File: src/rtl/utils_pkg.sv
// Shared utility definitions: counter terminal-handling modes and a range clamp.
package utils_pkg;

  // Terminal handling modes for counters: wrap to the opposite bound or clamp.
  localparam logic CNT_WRAP = 1'b0;
  localparam logic CNT_SAT  = 1'b1;

  // Clamp an unsigned value into [lo, hi]; callers zero-extend narrower values.
  function automatic logic [31:0] clamp_u32(input logic [31:0] value,
                                            input logic [31:0] lo,
                                            input logic [31:0] hi);
    if (value < lo) begin
      return lo;
    end
    if (value > hi) begin
      return hi;
    end
    return value;
  endfunction

endpackage

File: src/rtl/counter_prescaler.sv
// Prescale counter: emits a step strobe on every PRESCALE-th enabled cycle.
module counter_prescaler #(
  parameter int unsigned PRESCALE = 1
) (
  input  logic clock,
  input  logic reset,
  input  logic restart,
  input  logic enable,
  output logic step
);

  // A single-bit counter is kept even for PRESCALE == 1; it simply stays at 0.
  localparam int unsigned    PW   = (PRESCALE > 1) ? $clog2(PRESCALE) : 1;
  localparam logic [PW-1:0]  LAST = PW'(PRESCALE - 1);

  if (PRESCALE < 1 || PRESCALE > 65535) begin : g_bad_prescale
    $fatal(1, "counter_prescaler: PRESCALE must be in 1..65535");
  end

  logic [PW-1:0] pre_cnt_p0;

  assign step = enable && (pre_cnt_p0 == LAST);

  // Advance on enabled cycles, wrap to 0 after the step cycle, hold otherwise.
  always_ff @(posedge clock) begin
    if (reset || restart) begin
      pre_cnt_p0 <= '0;
    end else if (enable) begin
      pre_cnt_p0 <= step ? '0 : pre_cnt_p0 + PW'(1);
    end
  end

endmodule

File: src/rtl/counter_multimode.sv
// Up/down counter with prescaler, sync clear/load, programmable bounds and
// wrap-or-saturate terminal handling.
module counter_multimode
  import utils_pkg::*;
#(
  parameter int unsigned       WIDTH       = 8,
  parameter logic [WIDTH-1:0]  START_VALUE = WIDTH'('h0F),
  parameter logic [WIDTH-1:0]  STEP        = WIDTH'(1),
  parameter logic [WIDTH-1:0]  MIN_VALUE   = '0,
  parameter logic [WIDTH-1:0]  MAX_VALUE   = '1,
  parameter logic              SATURATE    = CNT_WRAP,
  parameter int unsigned       PRESCALE    = 1
) (
  input  logic             clock,
  input  logic             reset,
  input  logic             enable,
  input  logic             up_down,
  input  logic             clear,
  input  logic             load,
  input  logic [WIDTH-1:0] load_value,
  output logic [WIDTH-1:0] count,
  output logic             step_pulse,
  output logic             bound_pulse,
  output logic             at_max,
  output logic             at_min
);

  if (WIDTH < 2 || WIDTH > 32) begin : g_bad_width
    $fatal(1, "counter_multimode: WIDTH must be in 2..32");
  end
  if (MAX_VALUE <= MIN_VALUE) begin : g_bad_bounds
    $fatal(1, "counter_multimode: MAX_VALUE must exceed MIN_VALUE");
  end
  if (START_VALUE < MIN_VALUE || START_VALUE > MAX_VALUE) begin : g_bad_start
    $fatal(1, "counter_multimode: START_VALUE outside [MIN_VALUE, MAX_VALUE]");
  end
  if (STEP < 1 || STEP > (MAX_VALUE - MIN_VALUE)) begin : g_bad_step
    $fatal(1, "counter_multimode: STEP must be in 1..MAX_VALUE-MIN_VALUE");
  end

  // One step of the counter, done one bit wider than the count so the bound
  // tests cannot overflow. Returns {bound_hit, next_count}.
  function automatic logic [WIDTH:0] step_next(input logic [WIDTH-1:0] cur,
                                               input logic             up);
    logic        [WIDTH:0] sum;
    logic signed [WIDTH:0] diff;
    if (up) begin
      sum = {1'b0, cur} + {1'b0, STEP};
      if (sum <= {1'b0, MAX_VALUE}) begin
        return {1'b0, sum[WIDTH-1:0]};
      end
      if (SATURATE == CNT_SAT) begin
        return {cur != MAX_VALUE, MAX_VALUE};
      end
      return {1'b1, MIN_VALUE};
    end
    diff = $signed({1'b0, cur}) - $signed({1'b0, STEP});
    if (diff >= $signed({1'b0, MIN_VALUE})) begin
      return {1'b0, diff[WIDTH-1:0]};
    end
    if (SATURATE == CNT_SAT) begin
      return {cur != MIN_VALUE, MIN_VALUE};
    end
    return {1'b1, MAX_VALUE};
  endfunction

  // Load values outside the programmed range are pulled onto the nearest bound.
  function automatic logic [WIDTH-1:0] load_clamp(input logic [WIDTH-1:0] v);
    return WIDTH'(clamp_u32(32'(v), 32'(MIN_VALUE), 32'(MAX_VALUE)));
  endfunction

  logic             step_cycle;
  logic [WIDTH:0]   nxt;
  logic [WIDTH-1:0] count_p0;
  logic             step_p0;
  logic             bound_p0;

  // Clear and load both restart the prescale window.
  counter_prescaler #(
    .PRESCALE (PRESCALE)
  ) u_prescaler (
    .clock   (clock),
    .reset   (reset),
    .restart (clear || load),
    .enable  (enable),
    .step    (step_cycle)
  );

  assign nxt = step_next(count_p0, up_down);

  // ---- stage p0: count and event pulses, priority reset > clear > load > step
  always_ff @(posedge clock) begin
    if (reset || clear) begin
      count_p0 <= START_VALUE;
      step_p0  <= 1'b0;
      bound_p0 <= 1'b0;
    end else if (load) begin
      count_p0 <= load_clamp(load_value);
      step_p0  <= 1'b0;
      bound_p0 <= 1'b0;
    end else if (step_cycle) begin
      count_p0 <= nxt[WIDTH-1:0];
      step_p0  <= 1'b1;
      bound_p0 <= nxt[WIDTH];
    end else begin
      step_p0  <= 1'b0;
      bound_p0 <= 1'b0;
    end
  end

  assign count       = count_p0;
  assign step_pulse  = step_p0;
  assign bound_pulse = bound_p0;
  assign at_max      = (count_p0 == MAX_VALUE);
  assign at_min      = (count_p0 == MIN_VALUE);

endmodule

File: config.mk
export PLATFORM = sky130hd
export DESIGN_NAME = counter_multimode
export DESIGN_NICKNAME = d
export VERILOG_FILES = /design/src/rtl/utils_pkg.sv /design/src/rtl/counter_prescaler.sv /design/src/rtl/counter_multimode.sv
export SDC_FILE = /design/constraint.sdc
export NUM_CORES = 1
export LEC_CHECK = 0
export ABC_AREA = 0
export ABC_CLOCK_PERIOD_IN_PS = 2400
export BUFFER_PORTS_ARGS = -buffer_cell sky130_fd_sc_hd__buf_2
export CAP_MARGIN = 20
export CORE_ASPECT_RATIO = 1.25
export CORE_MARGIN = 5
export CORE_UTILIZATION = 30
export CTS_BUF_LIST = sky130_fd_sc_hd__clkbuf_8
export DETAILED_ROUTE_END_ITERATION = 8
export PLACE_DENSITY = 0.46
export SYNTH_ARGS = -nofsm -noshare
export SYNTH_HDL_FRONTEND = slang
export SYNTH_SLANG_ARGS = --single-unit
File: constraint.sdc
create_clock -name clock -period 2.4 [get_ports clock]
set_input_delay 0.48 -clock clock [delete_from_list [all_inputs] [get_ports clock]]
set_output_delay 0.48 -clock clock [all_outputs]
set_load 0.005 [all_outputs]
### After elaboration in Yosys (flattened, before gate mapping)

Index checks and enable logic that the tools add are counted.

| storage, ports and cells | value |
|---|---|
| flip-flop bits (word level) | 11 |
| latch bits | 0 |
| bits in writable memories | 0 |
| ROM bits | 0 |
| bits of input ports | 14 |
| output and inout port bits | 12 |
| word-level logic and storage cells | 35 |
| memories | 0 |

| cells by class | value |
|---|---|
| $add $sub $neg | 3 |
| $mul | 0 |
| divide/modulo/power cells | 0 |
| order comparisons | 2 |
| equal/unequal tests | 1 |
| shifts and indexed selects | 0 |
| muxes and demuxes | 15 |
| bitwise logic cells | 2 |
| reduce and logical (&&, ||, !) cells | 8 |

Operators with widths:

| cell | number |
|---|---|
| 9-bit 2-to-1 mux | 6 |
| 8-bit 2-to-1 mux | 2 |
| 8-bit by 1-bit adder with 9-bit output, second input constant | 1 |
| 9-bit by 1-bit greater-or-equal comparator with 1-bit output, second input constant | 1 |
| 9-bit by 8-bit <= comparator with 1-bit output, second input constant | 1 |
| 8-bit by 1-bit subtractor with 9-bit output, second input constant | 1 |
| 8-bit == test, second input constant | 1 |
| 8-bit zero test | 1 |
| 1-bit 2-to-1 mux | 7 |
| 1-bit logical OR | 3 |
| 3-bit OR reduction | 1 |
| 1-bit inverter | 2 |
| 2-bit nonzero test | 1 |
| 2-bit OR reduction | 1 |
| 1-bit adder, second input constant | 1 |
| 1-bit logical AND | 1 |

### Depth between registers and ports, before layout

Gate-level depths: netlist of the first run.

| depth | value |
|---|---|
| depth after elaboration | 11 |
| mapped depth | 8 |
| depth with buffers taken out | 7 |

### By module

From an unflattened synthesis of the first run, not the netlist that was laid out.

| second synthesis, totals | value |
|---|---|
| cells, all modules | 124 |
| area total of the unflattened synthesis | 1031.0 µm² |

By module, submodules not included:

| module | times used | cells an instance | area each (µm²) | seq. area each (µm²) |
|---|---|---|---|---|
| counter_multimode | 1 | 121 | 989.7 | 200.2 |
| counter_prescaler | 1 | 3 | 41.3 | 20.0 |

### Worst setup path before layout of the first run

OpenSTA, ideal clock, no wires.

| timing | value |
|---|---|
| path type | register to register |
| start | register count_p0[1] (netlist: count[1]) |
| end | register count_p0[0] (netlist: count[0]) |
| library setup time | 0.122 ns |
| data arrival time | 2.026 ns |
| data required time | 2.278 ns |
| setup slack | 0.252 ns |
| cell stages (with the launch flop) | 9 |
| buffers on the path | 1 |
| clock period less this slack | 2.148 ns |
| cells stage by stage | dfxtp_1 -> buf_2 -> inv_1 -> ha_1 -> and4bb_1 -> nand3_1 -> or3_4 -> a21o_1 -> a221o_1 |

| on the way | value |
|---|---|
| longest elaborated chain between the ends | 11 |
| elaborated cells on any way between the ends | 15 |
| those cells by class | add/sub (2); order compare (2); mux (11) |

Ends and longest elaborated chain:

| what | line | source |
|---|---|---|
| from (decl) | counter_multimode.sv:74 | `logic [WIDTH-1:0] count_p0;` |
| from (signal assigned) | counter_multimode.sv:98 | `count_p0 <= load_clamp(load_value);` |
| from (signal assigned) | counter_multimode.sv:102 | `count_p0 <= nxt[WIDTH-1:0];` |
| 8-bit by 1-bit adder with 9-bit output | counter_multimode.sv:48 | `sum = {1'b0, cur} + {1'b0, STEP};` |
| 9-bit by 8-bit <= comparator with 1-bit output | counter_multimode.sv:49 | `if (sum <= {1'b0, MAX_VALUE}) begin` |
| 1-bit 2-to-1 mux | counter_multimode.sv:49 |  |
| 1-bit 2-to-1 mux | counter_multimode.sv:47 | `if (up) begin` |
| 9-bit 2-to-1 mux | counter_multimode.sv:52 | `if (SATURATE == CNT_SAT) begin` |
| 9-bit 2-to-1 mux | counter_multimode.sv:47 |  |
| 9-bit 2-to-1 mux | counter_multimode.sv:58 | `if (diff >= $signed({1'b0, MIN_VALUE})) begin` |
| 9-bit 2-to-1 mux | counter_multimode.sv:61 | `if (SATURATE == CNT_SAT) begin` |
| 9-bit 2-to-1 mux (*) | counter_multimode.sv:57 | `diff = $signed({1'b0, cur}) - $signed({1'b0, STEP});` |
| 8-bit 2-to-1 mux (*) | counter_multimode.sv:101 | `end else if (step_cycle) begin` |
| 8-bit 2-to-1 mux (*) | counter_multimode.sv:97 | `end else if (load) begin` |

Mark *: on every way between the ends. The rest lies on a longest branch, timed or not. The select of a mux whose other input is x is not followed.
A chain may end at the register's enable or synchronous reset.

### Final worst setup path of the first run

| timing | value |
|---|---|
| start | register count_p0[2] (netlist: count[2]) |
| end | output port at_min |

| on the way | value |
|---|---|
| longest elaborated chain between the ends | 1 |

Ends and longest elaborated chain:

| what | line | source |
|---|---|---|
| 8-bit zero test | counter_multimode.sv:115 | `assign at_min = (count_p0 == MIN_VALUE);` |
| to (decl) | counter_multimode.sv:25 | `output logic at_min` |

Every way passes these cells.

==> results of run 1 <==
[sequential cells by signal, indices dropped and copies added (netlist names)]
name / cells
bound_pulse: 1
step_pulse: 1
u_prescaler.pre_cnt_p0: 1
count: 8
[metal layers]
metal,vias to the layer above,share of wire
met4,0,0.015
met2,45,0.48
met1,487,0.42
met5,-,0
li1,526,-
met3,4,0.082
[cells by family (layout without fill, tap and decap cells)]
group / after synthesis / after routing / share of synthesized area
flops: 11 / 11 / 0.221
xor+xnor: 8 / 8 / 0.0702
mux: 1 / 1 / 0.0100
fa+ha+maj: 4 / 4 / 0.0501
compound gates: 35 / 35 / 0.254
buf+inv: 19 / 41 / 0.100
simple gates: 51 / 51 / 0.294
[layout make-up]
cell class,count,share of cell area
timing repair buffer,30,0.138
inverter,7,0.0223
clock inverter,1,0.00318
multi-input combinational,99,0.575
sequential,11,0.187
clock buffer,3,0.0350
tap,37,0.0393
[synth_stat cells (all sizes together), types with 2 or more instances]
library cell	n	area, um^2
dfxtp	11	220
nand2	10	37.5
nor3	8	40.0
buf	7	45.0
inv	7	26.3
nor2	6	22.5
xnor2	6	52.6
a21oi	5	25.0
clkbuf	5	28.8
nand3	5	25.0
ha	4	50.1
nor4	4	31.3
o21ai	4	20.0
nand4	3	18.8
o31ai	3	22.5
a21boi	2	15.0
a22oi	2	15.0
and3	2	12.5
and4	2	17.5
nand2b	2	12.5
o211ai	2	15.0
o21a	2	15.0
o221ai	2	17.5
o22ai	2	12.5
or2	2	12.5
xor2	2	17.5
[worst paths after layout]
kind / from / end / slack, ps / cells past startpoint
worst max-delay path: count[2] / at_min / 220 / 3
worst min-delay path: enable / u_prescaler.pre_cnt_p0 / 430 / 2
worst min register to register: u_prescaler.pre_cnt_p0 / u_prescaler.pre_cnt_p0 / 460 / 2
worst max register to register: count[1] / count[0] / 280 / 7
[power by group]
group          total (mW)  switching, mW  internal [mW]
sequential          0.205         0.0144          0.191
clock               0.190         0.0776          0.113
combinational       0.125         0.0709         0.0546
[stage by stage]
step	instances	total power [mW]	util	hold slack, ps
2_1_floorplan	129	0.292	-	432
3_5_place_dp	184	0.334	0.352	453
4_1_cts	188	0.525	0.366	435
5_1_grt	188	0.549	0.366	440
3_3_place_gp	184	0.333	0.352	443
6_report	188	0.521	0.366	433
==> run_results.csv, run 1 <==
group,metric,value,unit
timing,setup_slack,224,ps
synth,syn_nets,147,
timing,tightest_slew,550,ps
placed_design,place_congestion,0.839,
global_routing,gr-usage-met2,0.253,
timing,finalHoldViolCount,0,
global_routing,grt_util_met3,0.0313,
layout,fill_cells,366,
worst_setup_path,start_kind,"flop",
cts,cts_root_buf,"clkbuf_8",
timing,rsz0062_at_grt,"no",
floorplan,die_area,0.00459,mm^2
synth,synth_cell_types,50,
cts,hold_buffers,0,
global_routing,grt_max_degree,15,
layout,multi_input_area,678,um^2
floorplan,coreArea,0.00322,mm^2
placed_design,dpl_cell_area,0.00113,mm^2
detailed_routing,drt_wl_total,3100,um
synth,ys_ff_latch,11,
synth,avgSynthCellArea,7.74,um^2
power_and_ir_drop,peakVddDrop,0.000259,V
cts,cts_buffers,3,
outcome,status,"finished, final reports clean",
layout,nets,170,
layout,final_common_cell,"buf_2",
timing,slew_violations,0,
layout,num_antenna_cells,0,
detailed_routing,final_antenna_net_count,0,
synth,ys_async_sr_fraction,0,
global_routing,met1_usage,0.176,
worst_setup_path,path_class,"reg -> out",
timing,fin_skew,2.97,ps
power_and_ir_drop,p_per_area,442,mW/mm^2
worst_setup_path,end_kind,"output pin",
worst_setup_path,worst_ep_required_time,1920,ps
worst_setup_path,cpPeakStageDelay,540,ps
cts,cts_resized,0,
synth,synth_edf_count,0,
layout,regArea,220,um^2
synth,synthesis.area,998,um^2
global_routing,grt-busiest-layer,"met2",
detailed_routing,num_vias,1062,
cts,postCtsSetupRepairBufs,0,
timing,fmax,0.460,GHz
placed_design,dp_hpwl,2340,um
timing,fin_tns_setup,0,ps
cts,clk_pin_slew,50,ps
synth,synth_warnings,0,
worst_setup_path,worst_path_dominant_cell_family,"simple AND/OR/NAND/NOR gates",
floorplan,rows,23,
placed_design,io_buffers,25,
floorplan,ios,26,
placed_design,place_worst_setup_slack,275,ps
cts,htree_levels,1,
cts,cts_tree,"done",
synth,netlist_instances,129,
floorplan,die_h,74.5,um
timing,fin_crit,2180,ps
global_routing,grt_first_pass_wirelength,5040,um
cts,clockBufferDepth,2,
global_routing,grt_use_total,0.145,
detailed_routing,first_pass_iters,4,
global_routing,antenna_found_initial,0,
cts,worstSkewPairLatency,240,ps
layout,design_area,0.00118,mm^2
layout,area_growth_syn_to_layout,18.0,%
layout,final_layout_size_suffix_gt1_frac,0.258,
worst_setup_path,path_max_fanout,14,
min_path,holdCritPathClass,"in -> reg",
global_routing,gr-total-overflow,0,
floorplan,die_width,61.6,um
detailed_routing,route.detailed.drc,0,
synth,ys.flop_type,"dfxtp_1",
detailed_routing,routed_via_density,5.65,
detailed_routing,drt_iter0_markers,32,
timing,slew_headroom,0.633,
synth,ys_seq_area_frac,0.221,
layout,most-common-layout-cells,"25 x buf_2, 11 x dfxtp_1, 10 x nand2_1, 8 x inv_1, 8 x nor3_1",
worst_setup_path,critical_path.slowest_cell,"or4_1",
timing,post-route-period-util,0.907,
worst_setup_path,worstPathCellList,"or4_1 -> nor4b_1 -> buf_2",
global_routing,grt_pass1_vias,1074,
worst_setup_path,critPathBufInv,1,
power_and_ir_drop,leakage,0.493,nW
cts,clkSinkCount,11,
worst_setup_path,arrival,1700,ps
detailed_routing,wl_per_cell,16.5,um
run,maxCapViolations,0,
floorplan,initial_core_util,0.310,
timing,setup_viol,0,
No activity file was read; power rests on OpenSTA's default activity.
==> run 2: changes to the inputs <==
--- a/config.mk
+++ b/config.mk
@@ -8,13 +8,11 @@
 export ABC_AREA = 0
 export ABC_CLOCK_PERIOD_IN_PS = 2400
 export BUFFER_PORTS_ARGS = -buffer_cell sky130_fd_sc_hd__buf_2
-export CAP_MARGIN = 20
 export CORE_ASPECT_RATIO = 1.25
 export CORE_MARGIN = 5
 export CORE_UTILIZATION = 30
 export CTS_BUF_LIST = sky130_fd_sc_hd__clkbuf_8
 export DETAILED_ROUTE_END_ITERATION = 8
-export PLACE_DENSITY = 0.46
 export SYNTH_ARGS = -nofsm -noshare
 export SYNTH_HDL_FRONTEND = slang
 export SYNTH_SLANG_ARGS = --single-unit
==> run_results.csv, run 2 (same netlist as run 1, synthesis figures left out) <==
group,metric,value,unit
timing,fin_tns_setup,0,ps
timing,setup_viol,0,
detailed_routing,final_antenna_net_count,0,
detailed_routing,highest_layer,"met4",
placed_design,dp_hpwl,2390,um
worst_setup_path,reg2reg_to,"count[0]",
cts,postCtsSetupRepairBufs,0,
floorplan,ios,26,
global_routing,antenna_found_initial,0,
placed_design,dpl_cell_area,0.00115,mm^2
timing,rsz0062_at_grt,"no",
detailed_routing,wl_per_cell,17.0,um
detailed_routing,routed_via_density,5.90,
timing,slew_violations,0,
detailed_routing,wl_met3,179,um
layout,fill_cells,349,
timing,slew_headroom,0.646,
cts,clkSinkCount,11,
worst_setup_path,critPathBufInv,1,
layout,most-common-layout-cells,"25 x buf_2, 11 x dfxtp_1, 10 x nand2_1, 8 x inv_1, 8 x nor3_1",
global_routing,grt_max_degree,15,
floorplan,die_width,61.6,um
placed_design,place_congestion,0.957,
layout,design_area,0.00119,mm^2
cts,worstSkewPairLatency,240,ps
cts,htree_levels,1,
floorplan,die_area,0.00459,mm^2
detailed_routing,route.detailed.drc,0,
worst_setup_path,worst_ep_required_time,2530,ps
worst_setup_path,r2r_cells,7,
power_and_ir_drop,p_per_area,440,mW/mm^2
detailed_routing,first_pass_iters,4,
cts,clockBufferDepth,2,
global_routing,gr-total-overflow,0,
min_path,hold_end,"u_prescaler.pre_cnt_p0",
layout,nets,172,
floorplan,rows,23,
detailed_routing,wl_met2,1690,um
worst_setup_path,reg2reg_from,"count[0]",
timing,tightest_slew,526,ps
timing,fin_crit,2150,ps
floorplan,initial_core_util,0.310,
floorplan,die_h,74.5,um
global_routing,grt_use_total,0.156,
worst_setup_path,path_class,"reg -> reg",
cts,clk_pin_slew,50,ps
cts,cts_tree,"done",
cts,cts_root_buf,"clkbuf_8",
detailed_routing,wl_met1,1290,um
worst_setup_path,arrival,2290,ps
worst_setup_path,end_kind,"flop",
worst_setup_path,path_max_fanout,5,
worst_setup_path,worstPathCellList,"inv_1 -> ha_1 -> and4bb_1 -> nand3_1 -> or3_4 -> a21o_1 -> a221o_1",
timing,fmax,0.464,GHz
floorplan,coreArea,0.00322,mm^2
layout,multi_input_area,678,um^2
layout,regArea,220,um^2
global_routing,grt_pass1_vias,1187,
cts,hold_buffers,0,
min_path,holdCritPathClass,"in -> reg",
cts,cts_buffers,3,
run,maxCapViolations,0,
worst_setup_path,worst_path_dominant_cell_family,"simple AND/OR/NAND/NOR gates",
layout,fin_util,0.370,
power_and_ir_drop,leakage,0.502,nW
detailed_routing,num_vias,1121,
detailed_routing,drt_wl_total,3230,um
detailed_routing,drt_iter0_markers,62,
timing,post-route-period-util,0.897,
global_routing,grt_first_pass_wirelength,5480,um
layout,area_growth_syn_to_layout,19.5,%
outcome,status,"finished, final reports clean",
timing,finalHoldViolCount,0,
layout,largest_reg_flops,8,
worst_setup_path,start_kind,"flop",
layout,final_common_cell,"buf_2",
worst_setup_path,r2r_slack,250,ps
layout,num_antenna_cells,0,
min_path,hold_depth,2,
power_and_ir_drop,peakVddDrop,0.000481,V
timing,fin_skew,3.18,ps
layout,final_layout_size_suffix_gt1_frac,0.268,
cts,cts_resized,0,
worst_setup_path,cpPeakStageDelay,420,ps
worst_setup_path,critical_path.slowest_cell,"or3_4",
min_path,hp-start,"enable",
placed_design,io_buffers,25,
==> run 2: worst max-delay path by stage <==
| stage | endpoint | from | cells past startpoint | slack [ps] |
|---|---|---|---|---|
| floorplan | count[0] | count[1] | 8 | 250 |
| global placement | count[0] | count[0] | 7 | 330 |
| detailed placement | count[0] | count[0] | 7 | 270 |
| CTS | count[0] | count[0] | 7 | 260 |
| global route | at_max | count[0] | 6 | 90 |
| finish | count[0] | count[0] | 7 | 250 |
==> run 2: area by class of cell <==
cell class / instances / share of cell area
clock buffer: 3 / 0.0346
inverter: 7 / 0.0220
tap: 37 / 0.0388
multi-input combinational: 99 / 0.568
sequential: 11 / 0.184
clock inverter: 1 / 0.00314
timing repair buffer: 32 / 0.149
==> run 2: metal layers <==
| metal | GRT usage | up-vias |
|---|---|---|
| met4 | 0.0637 | 0 |
| met3 | 0.0330 | 6 |
| li1 | - | 532 |
| met1 | 0.173 | 535 |
| met2 | 0.279 | 48 |
| met5 | 0 | - |
==> run 2: report_power, final <==
group,switching [mW],total [mW],internal [mW]
sequential,0.0112,0.202,0.191
clock,0.0781,0.191,0.113
combinational,0.0763,0.133,0.0565
==> run 2: through the flow <==
stage | instances | power (mW) | worst slack (ps) | hold slack (ps)
5_1_grt | 190 | 0.553 | 88.6 | 466
3_5_place_dp | 186 | 0.336 | 269 | 459
4_1_cts | 190 | 0.529 | 257 | 435
2_1_floorplan | 129 | 0.292 | 252 | 432
3_3_place_gp | 186 | 0.332 | 333 | 440
6_report | 190 | 0.526 | 247 | 438
==> run 3: changes to the inputs <==
--- a/config.mk
+++ b/config.mk
@@ -7,12 +7,12 @@
 export LEC_CHECK = 0
 export ABC_AREA = 0
 export ABC_CLOCK_PERIOD_IN_PS = 2400
-export BUFFER_PORTS_ARGS = -buffer_cell sky130_fd_sc_hd__buf_2
 export CORE_ASPECT_RATIO = 1.25
 export CORE_MARGIN = 5
 export CORE_UTILIZATION = 30
 export CTS_BUF_LIST = sky130_fd_sc_hd__clkbuf_8
 export DETAILED_ROUTE_END_ITERATION = 8
+export DONT_BUFFER_PORTS = 1
 export SYNTH_ARGS = -nofsm -noshare
 export SYNTH_HDL_FRONTEND = slang
 export SYNTH_SLANG_ARGS = --single-unit
==> run_results.csv, run 3 (same netlist as run 1, synthesis figures left out) <==
group,metric,value,unit
timing,fin_skew,5.14,ps
run,maxCapViolations,0,
worst_setup_path,r2r_slack,250,ps
global_routing,grt_use_total,0.140,
worst_setup_path,reg2reg_to,"count[0]",
power_and_ir_drop,leakage,0.392,nW
worst_setup_path,critical_path.slowest_cell,"or4_1",
timing,finalHoldViolCount,0,
layout,final_layout_size_suffix_gt1_frac,0.118,
power_and_ir_drop,p_per_area,466,mW/mm^2
layout,instances_no_fill,164,
layout,regArea,220,um^2
cts,postCtsSetupRepairBufs,0,
layout,num_antenna_cells,0,
cts,hold_buffers,0,
worst_setup_path,path_max_fanout,10,
detailed_routing,routed_via_density,6.04,
cts,clockBufferDepth,2,
worst_setup_path,cpPeakStageDelay,620,ps
min_path,holdCritPathClass,"in -> reg",
placed_design,io_buffers,0,
cts,clk_pin_slew,50,ps
timing,fin_tns_setup,0,ps
floorplan,rows,23,
global_routing,grt_max_degree,15,
worst_setup_path,end_kind,"output pin",
worst_setup_path,worst_ep_required_time,1920,ps
layout,most-common-layout-cells,"11 x dfxtp_1, 10 x nand2_1, 8 x inv_1, 8 x nor3_1",
worst_setup_path,arrival,1700,ps
global_routing,grt_first_pass_wirelength,4780,um
layout,design_area,0.00106,mm^2
worst_setup_path,r2r_cells,7,
detailed_routing,drt_iter0_markers,54,
placed_design,dpl_cell_area,0.00102,mm^2
timing,fmax,0.458,GHz
cts,clkSinkCount,11,
worst_setup_path,worst_path_dominant_cell_family,"simple AND/OR/NAND/NOR gates",
min_path,hold_end,"u_prescaler.pre_cnt_p0",
placed_design,place_worst_setup_slack,247,ps
timing,tightest_slew,501,ps
layout,final_common_cell,"dfxtp_1",
cts,cts_resized,0,
cts,htree_levels,1,
layout,multi_input_area,678,um^2
min_path,hp-start,"enable",
power_and_ir_drop,peakVddDrop,0.000311,V
detailed_routing,first_pass_iters,4,
worst_setup_path,reg2reg_from,"count[1]",
floorplan,die_h,74.5,um
timing,slew_violations,0,
timing,hold_slack,307,ps
cts,cts_root_buf,"clkbuf_8",
layout,nets,146,
worst_setup_path,path_class,"reg -> out",
cts,cts_buffers,3,
floorplan,ios,26,
min_path,hold_depth,1,
cts,worstSkewPairLatency,250,ps
detailed_routing,wl_per_cell,17.4,um
placed_design,dp_hpwl,2190,um
layout,fin_util,0.329,
detailed_routing,num_vias,991,
global_routing,gr-total-overflow,0,
floorplan,coreArea,0.00322,mm^2
placed_design,place_congestion,0.878,
timing,post-route-period-util,0.909,
layout,fill_cells,351,
detailed_routing,route.detailed.drc,0,
global_routing,antenna_found_initial,0,
worst_setup_path,start_kind,"flop",
detailed_routing,final_antenna_net_count,0,
floorplan,initial_core_util,0.310,
worst_setup_path,worstPathCellList,"or4_1 -> nor4b_1",
global_routing,grt_pass1_vias,1040,
timing,setup_slack,219,ps
power_and_ir_drop,total_power,0.495,mW
layout,area_growth_syn_to_layout,6.27,%
cts,cts_tree,"done",
layout,largest_reg_flops,8,
timing,rsz0062_at_grt,"no",
detailed_routing,drt_wl_total,2860,um
placed_design,dp.cells,160,
timing,fin_crit,2180,ps
timing,slew_headroom,0.666,
timing,setup_viol,0,
floorplan,die_width,61.6,um
floorplan,die_area,0.00459,mm^2
worst_setup_path,critPathBufInv,0,
outcome,status,"finished, final reports clean",
## run 3: cell types whose count changed in the layout (fill, tap and decap cells not counted), sizes merged
cell / change
buf: -26
## run 3: worst max path at each step
stage | cells after the start | startpoint | to
finish | 2 | count[4] | at_min
global route | 6 | count[1] | at_max
CTS | 2 | count[4] | at_min
detailed placement | 7 | count[1] | count[0]
global placement | 7 | count[1] | count[0]
floorplan | 8 | count[1] | count[0]
## run 3: layout make-up
class,count,share of cell area
Multi-Input combinational cell,99,0.639
Tap cell,37,0.0436
Sequential cell,11,0.208
Clock inverter,1,0.00354
Timing Repair Buffer,6,0.0425
Inverter,7,0.0248
Clock buffer,3,0.0389
## run 3: report_power, final
part | internal, mW | switching, mW | total (mW)
clock network | 0.113 | 0.0763 | 0.189
logic | 0.0430 | 0.0563 | 0.0994
registers | 0.191 | 0.0155 | 0.206
## run 3: routing by layer
metal  track usage  part of all wire  wire length, um
met1         0.154              0.39             1130
met3        0.0434             0.077              220
met4        0.0684             0.019               53
met2         0.236              0.51             1460
met5             0                 0                0
